--- config.mk ---
export PLATFORM = sky130hd
export DESIGN_NAME = lector_siete_segmentos
export DESIGN_NICKNAME = d
export VERILOG_FILES = /design/src/rtl/siete_seg_pkg.sv /design/src/rtl/seg_a_hex.sv /design/src/rtl/lector_siete_segmentos.sv
export SDC_FILE = /design/constraint.sdc
export NUM_CORES = 1
export LEC_CHECK = 0
export BUFFER_PORTS_ARGS = -buffer_cell sky130_fd_sc_hd__buf_2
export CAP_MARGIN = 40
export CORE_MARGIN = 8
export CORE_UTILIZATION = 40
export DETAILED_ROUTE_END_ITERATION = 10
export HOLD_SLACK_MARGIN = 0.1
export PLACE_DENSITY = 0.65
export SLEW_MARGIN = 30
export SYNTH_ARGS = -nofsm -noshare
export SYNTH_HDL_FRONTEND = slang
export SYNTH_SLANG_ARGS = --single-unit
--- constraint.sdc ---
create_clock -name clk -period 4.64 [get_ports clk]
set_input_delay 0.696 -clock clk [delete_from_list [all_inputs] [get_ports clk]]
set_output_delay 0.696 -clock clk [all_outputs]
set_load 0.02 [all_outputs]
--- src/rtl/siete_seg_pkg.sv ---
// Shared seven-segment definitions: FSM states, segment bit positions
// and the hex-to-segment table also used by the display driver.
package siete_seg_pkg;

    typedef enum logic [1:0] {
        IDLE   = 2'd0,
        SETTLE = 2'd1,
        HOLD   = 2'd2
    } state_t;

    localparam int SEG_A  = 0;
    localparam int SEG_B  = 1;
    localparam int SEG_C  = 2;
    localparam int SEG_D  = 3;
    localparam int SEG_E  = 4;
    localparam int SEG_F  = 5;
    localparam int SEG_G  = 6;
    localparam int SEG_DP = 7;

    // Active-high gfedcba pattern per hex value, entry 0 at the low end
    localparam logic [15:0][6:0] HEX_SEG = {
        7'h71, 7'h79, 7'h5E, 7'h39,
        7'h7C, 7'h77, 7'h6F, 7'h7F,
        7'h07, 7'h7D, 7'h6D, 7'h66,
        7'h4F, 7'h5B, 7'h06, 7'h3F
    };

endpackage

--- src/rtl/seg_a_hex.sv ---
// Reverse lookup of an active-high gfedcba pattern into a hex value.
module seg_a_hex
    import siete_seg_pkg::*;
(
    input  logic [6:0] pat,
    output logic       hit,
    output logic [3:0] value
);

    always_comb begin
        hit   = 1'b0;
        value = 4'h0;
        for (int i = 0; i < 16; i++) begin
            if (pat == HEX_SEG[i]) begin
                hit   = 1'b1;
                value = 4'(i);
            end
        end
    end

endmodule

--- src/rtl/lector_siete_segmentos.sv ---
// Seven-segment bus reader: recovers per-digit hex value and dp.
// Optional LECTOR_SEG_ERR_CNT_EN adds a saturating err_cnt output.
module lector_siete_segmentos
    import siete_seg_pkg::*;
#(
    parameter int NUM_DIG        = 4,
    parameter int STABLE_CYCLES  = 16,
    parameter bit SEG_ACTIVE_LOW = 1'b1,
    parameter bit AN_ACTIVE_LOW  = 1'b1
) (
    input  logic                   clk,
    input  logic                   rst_n,
    input  logic [NUM_DIG-1:0]     an,
    input  logic [7:0]             seg,
    input  logic                   clr_err,
    output logic [4*NUM_DIG-1:0]   digits,
    output logic [NUM_DIG-1:0]     dps,
    output logic                   upd,
    output logic [2:0]             upd_idx,
`ifdef LECTOR_SEG_ERR_CNT_EN
    output logic [7:0]             err_cnt,
`endif
    output logic                   err
);

    localparam logic [NUM_DIG-1:0] AN_INV  = {NUM_DIG{AN_ACTIVE_LOW}};
    localparam logic [7:0]         SEG_INV = {8{SEG_ACTIVE_LOW}};
    localparam logic [15:0]        STB     = 16'(STABLE_CYCLES);

    logic [NUM_DIG-1:0] an_s1, an_s2, an_n;
    logic [7:0]         seg_s1, seg_s2, seg_n;

    // Synchronizers idle at the inactive bus level
    always_ff @(posedge clk or negedge rst_n) begin
        if (!rst_n) begin
            an_s1  <= AN_INV;
            an_s2  <= AN_INV;
            seg_s1 <= SEG_INV;
            seg_s2 <= SEG_INV;
        end else begin
            an_s1  <= an;
            an_s2  <= an_s1;
            seg_s1 <= seg;
            seg_s2 <= seg_s1;
        end
    end

    assign an_n  = an_s2 ^ AN_INV;
    assign seg_n = seg_s2 ^ SEG_INV;

    logic [3:0] hot_cnt;
    logic [2:0] an_idx;
    logic       one_hot;

    always_comb begin
        hot_cnt = 4'd0;
        an_idx  = 3'd0;
        for (int i = 0; i < NUM_DIG; i++) begin
            if (an_n[i]) begin
                hot_cnt = hot_cnt + 4'd1;
                an_idx  = 3'(i);
            end
        end
    end

    assign one_hot = (hot_cnt == 4'd1);

    state_t             state_q, state_d;
    logic [15:0]        cnt_q, cnt_d;
    logic [NUM_DIG-1:0] an_q, an_d;
    logic [7:0]         pat_q, pat_d;
    logic [2:0]         idx_q, idx_d;
    logic               chg, relatch, capture;

    assign chg = (an_n != an_q) || (seg_n != pat_q);

    always_ff @(posedge clk or negedge rst_n) begin
        if (!rst_n) begin
            state_q <= IDLE;
            cnt_q   <= 16'd0;
            an_q    <= '0;
            pat_q   <= 8'd0;
            idx_q   <= 3'd0;
        end else begin
            state_q <= state_d;
            cnt_q   <= cnt_d;
            an_q    <= an_d;
            pat_q   <= pat_d;
            idx_q   <= idx_d;
        end
    end

    always_comb begin
        state_d = state_q;
        cnt_d   = cnt_q;
        an_d    = an_q;
        pat_d   = pat_q;
        idx_d   = idx_q;
        relatch = 1'b0;
        capture = 1'b0;
        unique case (state_q)
            IDLE: begin
                relatch = one_hot;
            end
            SETTLE, HOLD: begin
                if (chg) begin
                    relatch = one_hot;
                    if (!one_hot) begin
                        state_d = IDLE;
                        cnt_d   = 16'd0;
                    end
                end else if (state_q == SETTLE) begin
                    if (cnt_q >= STB) begin
                        capture = 1'b1;
                        state_d = HOLD;
                    end else begin
                        cnt_d = cnt_q + 16'd1;
                    end
                end
            end
            default: begin
                state_d = IDLE;
                cnt_d   = 16'd0;
            end
        endcase
        if (relatch) begin
            an_d    = an_n;
            pat_d   = seg_n;
            idx_d   = an_idx;
            cnt_d   = 16'd1;
            state_d = SETTLE;
        end
    end

    logic       hit;
    logic [3:0] value;
    logic       dec_err;

    seg_a_hex u_dec (
        .pat   (pat_q[6:0]),
        .hit   (hit),
        .value (value)
    );

    assign dec_err = capture && !hit;

    always_ff @(posedge clk or negedge rst_n) begin
        if (!rst_n) begin
            digits  <= '0;
            dps     <= '0;
            upd     <= 1'b0;
            upd_idx <= 3'd0;
        end else begin
            upd <= 1'b0;
            if (capture && hit) begin
                upd     <= 1'b1;
                upd_idx <= idx_q;
                for (int i = 0; i < NUM_DIG; i++) begin
                    if (idx_q == 3'(i)) begin
                        digits[4*i +: 4] <= value;
                        dps[i]           <= pat_q[SEG_DP];
                    end
                end
            end
        end
    end

    // A new error wins over a simultaneous clear
    always_ff @(posedge clk or negedge rst_n) begin
        if (!rst_n) begin
            err <= 1'b0;
        end else if (dec_err) begin
            err <= 1'b1;
        end else if (clr_err) begin
            err <= 1'b0;
        end
    end

`ifdef LECTOR_SEG_ERR_CNT_EN
    always_ff @(posedge clk or negedge rst_n) begin
        if (!rst_n) begin
            err_cnt <= 8'd0;
        end else if (dec_err) begin
            if (clr_err) begin
                err_cnt <= 8'd1;
            end else if (err_cnt != 8'hFF) begin
                err_cnt <= err_cnt + 8'd1;
            end
        end else if (clr_err) begin
            err_cnt <= 8'd0;
        end
    end
`endif

endmodule

# Word level (Yosys, flattened, before mapping)
# Index checks and enable logic that the tools add are counted.
# totals
reg_bits	82
elab_cells	129
in_bits	15
ramBits	0
romBits	0
latchBits	0
n_memories	0
out_inout_bits	25
# classes
n_reduce_logical	14
n_addsub	4
shift	0
order_cmp	1
mul	0
n_eq_ne	29
bitwise_logic	2
div_mod_pow	0
mux	59
# op_table
cell	n
$eq 7x7->1 const B	12
$mux 16	5
$mux 4	11
$pmux 16 s2	1
$mux 1	27
$mux 3	6
$add 16x1->16 const B	1
$ge 16x5->1 const B	1
$ne 4x4->1 const B	4
$eq 7x3->1 const B	2
$eq 7x6->1 const B	2
$mux 2	7
$add 4x1->4 const B	3
$ne 8x8->1	1
$not 8->8	1
$reduce_and 2->1	4
$reduce_and 4->1	2
$eq 3x2->1 const B	2
$eq 4x1->1 const B	1
$ne 4x4->1	1
$not 4->4	1
$pmux 2 s2	1
$eq 3x1->1 const B	1
$logic_not 3->1	1
10 further kinds	11

# Depth between registers and ports, before layout
# Gate-level depths: netlist of the first run.
# depth
depth_word	20
depth_mapped	12
ltp_nobuf	11

# By module
# Synthesis of the first run repeated with hierarchy kept, for this count alone.
# hier_totals
hier_cells	319
area_unflattened_um2	3727.3
# by_module_without_submodules
mod	area_each_um2	seq_area_each_um2	instances	cells_each
lector_siete_segmentos	3314.4	2031.9	1	257
seg_a_hex	412.9	0.0	1	62

# Worst setup path before layout of the first run
# Ideal clock, no wire load.
# synth_timing
path_type	flip-flop to flip-flop
from	reg an_s2[1]
to	reg cnt_q[4]
path_buffers	0
setup_slack_ns	1.534
period_less_slack_ns	3.106
setup_ns	0.121
stages_incl_launch_ff	11
required_time_ns	4.519
arrival_time_ns	2.985
cell_sequence	dfstp_2 > inv_1 > ha_1 > xnor2_1 > ha_1 > or4b_1 > a2bb2oi_1 > and3_1 > a2111o_1 > nor4b_1 > a22o_1
# synth_via
elab_chain_cells	11
elab_cells_between_ends	19
cone_classes	2 x add/sub; 6 x eq/ne; 8 x mux; 1 x bitwise; 2 x reduce/logical
# synth_lines
element	line	rtl
start, declared	lector_siete_segmentos.sv:30	logic [NUM_DIG-1:0] an_s1, an_s2, an_n;
start signal, assigned	lector_siete_segmentos.sv:42	an_s2 <= an_s1;
$not 4->4 (no line) *	--	
net an_n[1]	lector_siete_segmentos.sv:30	
$mux 4	lector_siete_segmentos.sv:59	if (an_n[i]) begin
$add 4x1->4	lector_siete_segmentos.sv:60	hot_cnt = hot_cnt + 4'd1;
$mux 4	lector_siete_segmentos.sv:59	
$add 4x1->4	lector_siete_segmentos.sv:60	
$mux 4	lector_siete_segmentos.sv:59	
$eq 4x1->1	lector_siete_segmentos.sv:66	assign one_hot = (hot_cnt == 4'd1);
$mux 1	lector_siete_segmentos.sv:106	if (chg) begin
$pmux 1 s2	lector_siete_segmentos.sv:101	unique case (state_q)
$ne 4x4->1 (no line) / $ne 2x2->1 (equally long branches)	--	
$reduce_and 4->1 (no line)	--	
end signal, assigned	lector_siete_segmentos.sv:86	cnt_q <= cnt_d;
end, declared	lector_siete_segmentos.sv:69	logic [15:0] cnt_q, cnt_d;
# The timed path passes the listed nets; every way through them passes the cells marked *.
# A chain may end at the register's enable or synchronous reset.

# Worst setup path in the final report of the first run
# Same ends and word-level chain as after synthesis.

==> results of run 1 <==
-- worst paths after layout --
check,startpoint,end,cells after the start,slack [ps]
max,an_s2[1],cnt_q[4],10,1280
min,rst_n,digits[2],1,340
max reg2reg,an_s2[1],cnt_q[4],10,1280
min reg2reg,an_s1[1],an_s2[1],0,360
max in group asynchronous,rst_n,an_s1[2],2,3630
min in group clk,an_s1[1],an_s2[1],0,360
-- registers in the layout, summed over array words and instances, names as in the netlist, 4 cells and up --
register / flops
an_s1: 4
dps: 4
seg_s1: 8
an_q: 4
an_s2: 4
cnt_q: 16
pat_q: 8
digits: 16
seg_s2: 8
-- metal layers --
layer	share of wire (%)	GRT usage, %	vias up
li1	-	-	1213
met1	50	15.1	1183
met2	43	16.9	56
met3	6.2	3.99	7
met4	1.4	4.53	0
met5	0	0	-
-- cell usage in the layout, fill, tap and decap left out, types with 2 or more instances in the layout --
master and instances:
buf_2 37, xor2_1 10, nand3_1 10, and3b_1 2, dfstp_2 24, o211ai_1 5, a211o_1 2, o22ai_1 4
nor4_4 3, inv_1 14, clkinv_2 2, nor3_1 3, nor3b_1 4, dfrtp_1 56, nor4b_1 4, or3_1 2
o21ai_0 17, and2_1 13, clkbuf_8 10, a21oi_1 6, nand4_1 4, nand3b_1 4, xnor2_1 6, mux2_2 7
nand2_1 29, nor4b_4 3, ha_1 9, mux2_1 16, nor4_1 8, and3_1 3, nand2b_1 2, nor2_1 9
-- stage by stage --
| stage | instance area (sq um) | hold WS (ps) |
|---|---|---|
| 3_3_place_gp | 4030 | 346 |
| 6_report | 4260 | 338 |
| 4_1_cts | 4250 | 346 |
| 3_5_place_dp | 4050 | 347 |
| 5_1_grt | 4260 | 362 |
| 2_1_floorplan | 3770 | 345 |
-- worst max-delay path: stages (launching register included) --
cell and delay [ps]:
dfstp_2 580, inv_1 70, ha_1 340, xnor2_1 220, ha_1 270, or4b_1 520
a2bb2oi_1 190, and3_1 210, a2111o_1 500, nor4b_1 190, a22o_1 180
-- cell families after synthesis --
group	Yosys count
AO/OA/AOI/OAI	47
XOR/XNOR	16
adder cells (fa/ha/maj)	9
buffers and inverters	27
flip-flops	80
multiplexers	24
other	1
AND/OR/NAND/NOR	115
-- where the power goes --
group	switching, uW	internal [uW]	leakage (uW)
sequential	172	781	0.00101
combinational	252	194	0.000896
clock	240	262	0.0000993
total	664	1240	0.00200
-- layout make-up --
type | count | area share (%)
clock inverters | 5 | 1.32
clock buffers | 11 | 3.32
multi-input cells | 212 | 37.8
well taps | 111 | 3.26
repair buffers | 40 | 5.26
flip-flops and latches | 80 | 47.7
inverters | 15 | 1.32
==> flow_metrics.env, run 1 <==
export IMPL_status="completed"
export IMPL_rows=35
export IMPL_yosysTopAreaCell="dfrtp_1"
export IMPL_crit_type="reg -> reg"
export IMPL_ff_latch_area_sq_um=2030
export IMPL_synth_xor_area_share_pct=3.71
export IMPL_grt_pass1_vias=2498
export IMPL_worst_pin_slew_ps=766
export IMPL_yosysTopAreaCellShare_pct=37.1
export IMPL_worst_clock_skew_ps=12.8
export IMPL_grt_max_degree=47
export IMPL_slew_headroom_pct=48.7
export IMPL_synth_seq_area_share_pct=53.8
export IMPL_rsz0062_at_grt="no"
export IMPL_htree_levels=3
export IMPL_finalCritPeriodShare_pct=72.5
export IMPL_grt_ovfl_total=0
export IMPL_synth_edf_count=0
export IMPL_post_dp_hpwl_mm=4.99
export IMPL_cts_tree="yes"
export IMPL_synth_fp_nets=343
export IMPL_pre_cts_ws_ps=1270
export IMPL_die_area_sq_um=12800
export IMPL_peakVddDrop_uv=231
export IMPL_synthSimpleGateAreaFrac_pct=20.6
export IMPL_multi_input_area_sq_um=1610
export IMPL_cts_setup_buffers=0
export IMPL_post_layout_nonfiller_instances=474
export IMPL_cts_root_buffer="clkbuf_8"
export IMPL_fp_dieH_um=113
export IMPL_dieWidth_um=113
export IMPL_synthTopCellsByArea="dfrtp_1, dfstp_2, mux2_1"
export IMPL_fillers=835
export IMPL_synth_seq_cells=80
export IMPL_area_delta_synth_final_pct=12.8
export IMPL_numCtsBuffers=9
export IMPL_timing_fmax_mhz=297
export IMPL_synth_top_family_by_area="simple AND/OR/NAND/NOR gates"
export IMPL_coreArea_sq_um=9200
export IMPL_total_power_uw=1900
export IMPL_detail_route_antenna_nets=0
export IMPL_critical_path_required_ps=4870
export IMPL_final_nets=382
export IMPL_ys_warn_count=0
export IMPL_clkLatencyLatePin_ps=350
export IMPL_drt_iter0_drc=95
export IMPL_cp_start_kind="flop"
export IMPL_initial_core_util_pct=41.0
export IMPL_fin_crit_ps=3360
export IMPL_worst_slack_ps=1280
export IMPL_firstDrtPassIters=4
export IMPL_critical_path_max_fanout=8
export IMPL_post_route_util_pct=46.3
export IMPL_io_pins=40
export IMPL_postCtsHoldBufs=0
export IMPL_power_leakage_uw=0.00200
export IMPL_routabilityCongestion=0.844
export IMPL_synthAdderAreaFrac_pct=2.98
export IMPL_cap_violations=0
export IMPL_clockBufferDepth=2
export IMPL_drv_slew=0
export IMPL_crit_arrival_ps=3590
export IMPL_async_flop_share_pct=100
export IMPL_drc_errors=0
export IMPL_wl_per_cell_um=14.3
export IMPL_postCtsResizedCells=0
export IMPL_routed_wl_mm=6.80
export IMPL_yosys_top_cells_count="dfrtp_1, nand2_1, dfstp_2"
export IMPL_clk_pin_slew_ps=80
export IMPL_syn_inst=319
export IMPL_hp_class="in -> async"
export IMPL_vias_per_cell=5.19
export IMPL_ys_types=61
export IMPL_synth_compound_area_share_pct=8.16
export IMPL_drive_gt1_share_pct=27.3
export IMPL_finalHoldViolations=0
export IMPL_diodes=0
export IMPL_netlist_area_sq_um=3770
export IMPL_setup_viol=0
export IMPL_dp_cells=457
export IMPL_yosysMostFrequentCell="dfrtp_1"
export IMPL_io_buffers=38
export IMPL_worstSetupEndpointType="flop"
export IMPL_synthMuxAreaShare_pct=7.13
export IMPL_grtUsageTotal_pct=11.5
export IMPL_vias=2459
export IMPL_grt_pass1_wl_mm=12.0
export IMPL_cts_sinks=80
export IMPL_finalSetupTns_ps=0
export IMPL_syn_area_per_cell_sq_um=11.8
export IMPL_p_per_area_nw_per_um2=446
export IMPL_synthFlopType="dfrtp_1"
export IMPL_antenna_found_initial=0
No activity file was read; power rests on OpenSTA's default activity.
==> run 2: changes to the inputs <==
Settings changed: ABC_AREA from default to 1.
Clock period 4.64 ns to 3.5 ns, I/O delays scaled along.
==> flow_metrics.env, run 2 <==
export IMPL_status="completed"
export IMPL_vias=2964
export IMPL_power_leakage_uw=0.00232
export IMPL_final_nets=529
export IMPL_path_cells="inv_1, ha_1, inv_1, nand2_1, nand2_1, inv_1, ha_1, or2_2, nand2_1, nand3_1, nor2_2, nand2_2, buf_4, inv_2, nand2_1, o211ai_1"
export IMPL_finalHoldViolations=0
export IMPL_worst_clock_skew_ps=13.6
export IMPL_synth_fp_nets=487
export IMPL_p_int_uw=1490
export IMPL_fillers=937
export IMPL_timing_fmax_mhz=351
export IMPL_yosysMostFrequentCell="nand2_1"
export IMPL_syn_area_per_cell_sq_um=8.32
export IMPL_clkLatencyLatePin_ps=350
export IMPL_drv_slew=0
export IMPL_dieWidth_um=114
export IMPL_critical_path_required_ps=3770
export IMPL_yosysTopAreaCellShare_pct=36.4
export IMPL_cp_start_kind="flop"
export IMPL_cp_top_family="simple AND/OR/NAND/NOR gates"
export IMPL_vias_per_cell=4.61
export IMPL_grt_max_degree=42
export IMPL_finalSetupTns_ps=0
export IMPL_grtUsageTotal_pct=12.4
export IMPL_numCtsBuffers=9
export IMPL_worst_path_largest_cell_delay_ps=570
export IMPL_synth_seq_area_share_pct=52.7
export IMPL_setup_viol=0
export IMPL_cts_setup_buffers=0
export IMPL_netlist_area_sq_um=3850
export IMPL_fin_crit_ps=2850
export IMPL_fp_dieH_um=114
export IMPL_htree_levels=3
export IMPL_wl_met2_mm=3.13
export IMPL_clockBufferDepth=2
export IMPL_grt_pass1_vias=2882
export IMPL_cap_violations=0
export IMPL_p_per_area_nw_per_um2=564
export IMPL_ys_warn_count=0
export IMPL_routed_wl_mm=7.44
export IMPL_cts_tree="yes"
export IMPL_cp_slowest_cell="dfstp_2"
export IMPL_power_share_sequential_pct=48.1
export IMPL_crit_type="reg -> reg"
export IMPL_rows=36
export IMPL_synth_edf_count=0
export IMPL_p_comb_share_pct=25.5
export IMPL_firstDrtPassIters=4
export IMPL_routabilityCongestion=0.859
export IMPL_coreArea_sq_um=9550
export IMPL_initial_core_util_pct=40.3
export IMPL_highest_layer="met4"
export IMPL_antenna_found_initial=0
export IMPL_critical_path_buf_inv_count=5
export IMPL_detail_route_antenna_nets=0
export IMPL_postCtsResizedCells=0
export IMPL_final_cell_mix="nand2_1, dfrtp_1, inv_1"
export IMPL_diodes=0
export IMPL_postCtsHoldBufs=0
export IMPL_peakVddDrop_uv=228
export IMPL_die_area_sq_um=13000
export IMPL_finalCritPeriodShare_pct=81.5
export IMPL_final_area_sq_um=4340
export IMPL_async_flop_share_pct=100
export IMPL_synth_seq_cells=80
export IMPL_synthFlopType="dfrtp_1"
export IMPL_route_met3_wl_um=447
export IMPL_yosys_top_cells_count="nand2_1, dfrtp_1, inv_1"
export IMPL_clk_pin_slew_ps=100
export IMPL_power_share_clock_pct=26.3
export IMPL_grt_pass1_wl_mm=13.1
export IMPL_cts_root_buffer="clkbuf_8"
export IMPL_hp_class="in -> async"
export IMPL_p_sw_share_pct=39.0
export IMPL_top_regs="cnt_q (16), digits (16)"
export IMPL_final_common_cell="nand2_1"
export IMPL_yosysTopAreaCell="dfrtp_1"
export IMPL_area_delta_synth_final_pct=12.7
export IMPL_worstSetupEndpointType="flop"
export IMPL_drive_gt1_share_pct=22.9
export IMPL_crit_arrival_ps=3120
export IMPL_wl_met1_mm=3.76
export IMPL_io_buffers=38
export IMPL_netSwitchingPower_uw=956
export IMPL_syn_inst=463
export IMPL_drt_iter0_drc=168
export IMPL_rsz0062_at_grt="no"
export IMPL_io_pins=40
export IMPL_cpMostUsedCell="nand2_1"
export IMPL_critical_path_max_fanout=25
export IMPL_grt_ovfl_total=0
export IMPL_post_dp_hpwl_mm=5.55
export IMPL_synthTopCellsByArea="dfrtp_1, dfstp_2, nand2_1"
export IMPL_wl_per_cell_um=11.6
export IMPL_ys_types=30
export IMPL_drc_errors=0
export IMPL_cts_sinks=80
export IMPL_post_dp_cell_area_sq_um=4160
## run 2: cell count changes in the layout (fill, tap and decap cells not counted), sizes merged, moves of 5 or more
cell   previous run  this run
and2             13         2
nor4b             7         0
xnor2             6         0
xor2             10         3
inv              15        64
nand3            11        45
nor3              3         8
nand2            29       156
nor2             10        51
mux2             23         0
nor4             11         2
## run 2: final cells by class
cell class              count  area, sq um  area share [%]
inverters                  60          229            5.28
flip-flops and latches     80         2030            46.8
repair buffers             40          220            5.07
multi-input cells         314         1510            34.8
clock inverters             7         60.1            1.38
clock buffers               9          124            2.85
well taps                 133          166            3.83
## run 2: stage by stage
stage / cells / total power (uW) / setup WS, ps / hold slack [ps] / utilization (%)
final: 643 / 2450 / 648 / 117 / 45.5
after global routing: 643 / 2640 / 405 / 141 / 45.5
after CTS: 643 / 2480 / 654 / 135 / 45.5
after detailed placement: 627 / 1820 / 658 / 347 / 43.5
after global placement: 626 / 1790 / 753 / 346 / 43.3
after floorplan: 463 / 1680 / 892 / 229 / -
## run 2: worst reg2reg max path, stage by stage (launching register included)
cell	delay, ps
dfstp_2	570
inv_1	60
ha_1	330
inv_1	70
nand2_1	60
nand2_1	90
inv_1	40
ha_1	270
or2_2	290
nand2_1	70
nand3_1	100
nor2_2	200
nand2_2	140
buf_4	240
inv_2	110
nand2_1	80
o211ai_1	90
## run 2: kinds of logic after synthesis
| logic type | Yosys count | synth area share [%] |
|---|---|---|
| xor+xnor | 3 | 0.682 |
| simple gates | 274 | 31.8 |
| fa+ha+maj | 9 | 2.92 |
| flops | 80 | 52.7 |
| other cells | 1 | 0.0973 |
| buf+inv | 69 | 8.09 |
| compound gates | 27 | 3.67 |
## run 2: power by group through the flow
stage	Sequential (uW)	Combinational (uW)	Clock [uW]
2_1_floorplan	1130	545	0
3_3_place_gp	1190	604	0
3_5_place_dp	1190	626	0
4_1_cts	1180	630	670
5_1_grt	1200	729	711
6_report	1180	625	645
## run 2: final timing paths
| path | startpoint | depth (start not counted) | slack, ps | endpoint |
|---|---|---|---|---|
| hold reg to reg | an_s1[1] | 0 | 360 | an_s2[1] |
| max in group asynchronous | rst_n | 2 | 2790 | cnt_q[1] |
| min in group clk | seg[4] | 1 | 270 | seg_s1[4] |
| hold / removal | rst_n | 1 | 120 | digits[1] |
| setup reg to reg | an_s2[0] | 16 | 650 | idx_q[1] |
| setup / recovery | an_s2[0] | 16 | 650 | idx_q[1] |
## run 2: layer usage
| layer | up-vias | global-route usage [%] |
|---|---|---|
| met4 | 0 | 4.08 |
| met3 | 7 | 3.80 |
| met1 | 1350 | 16.0 |
| met5 | - | 0 |
| li1 | 1528 | - |
| met2 | 79 | 19.3 |
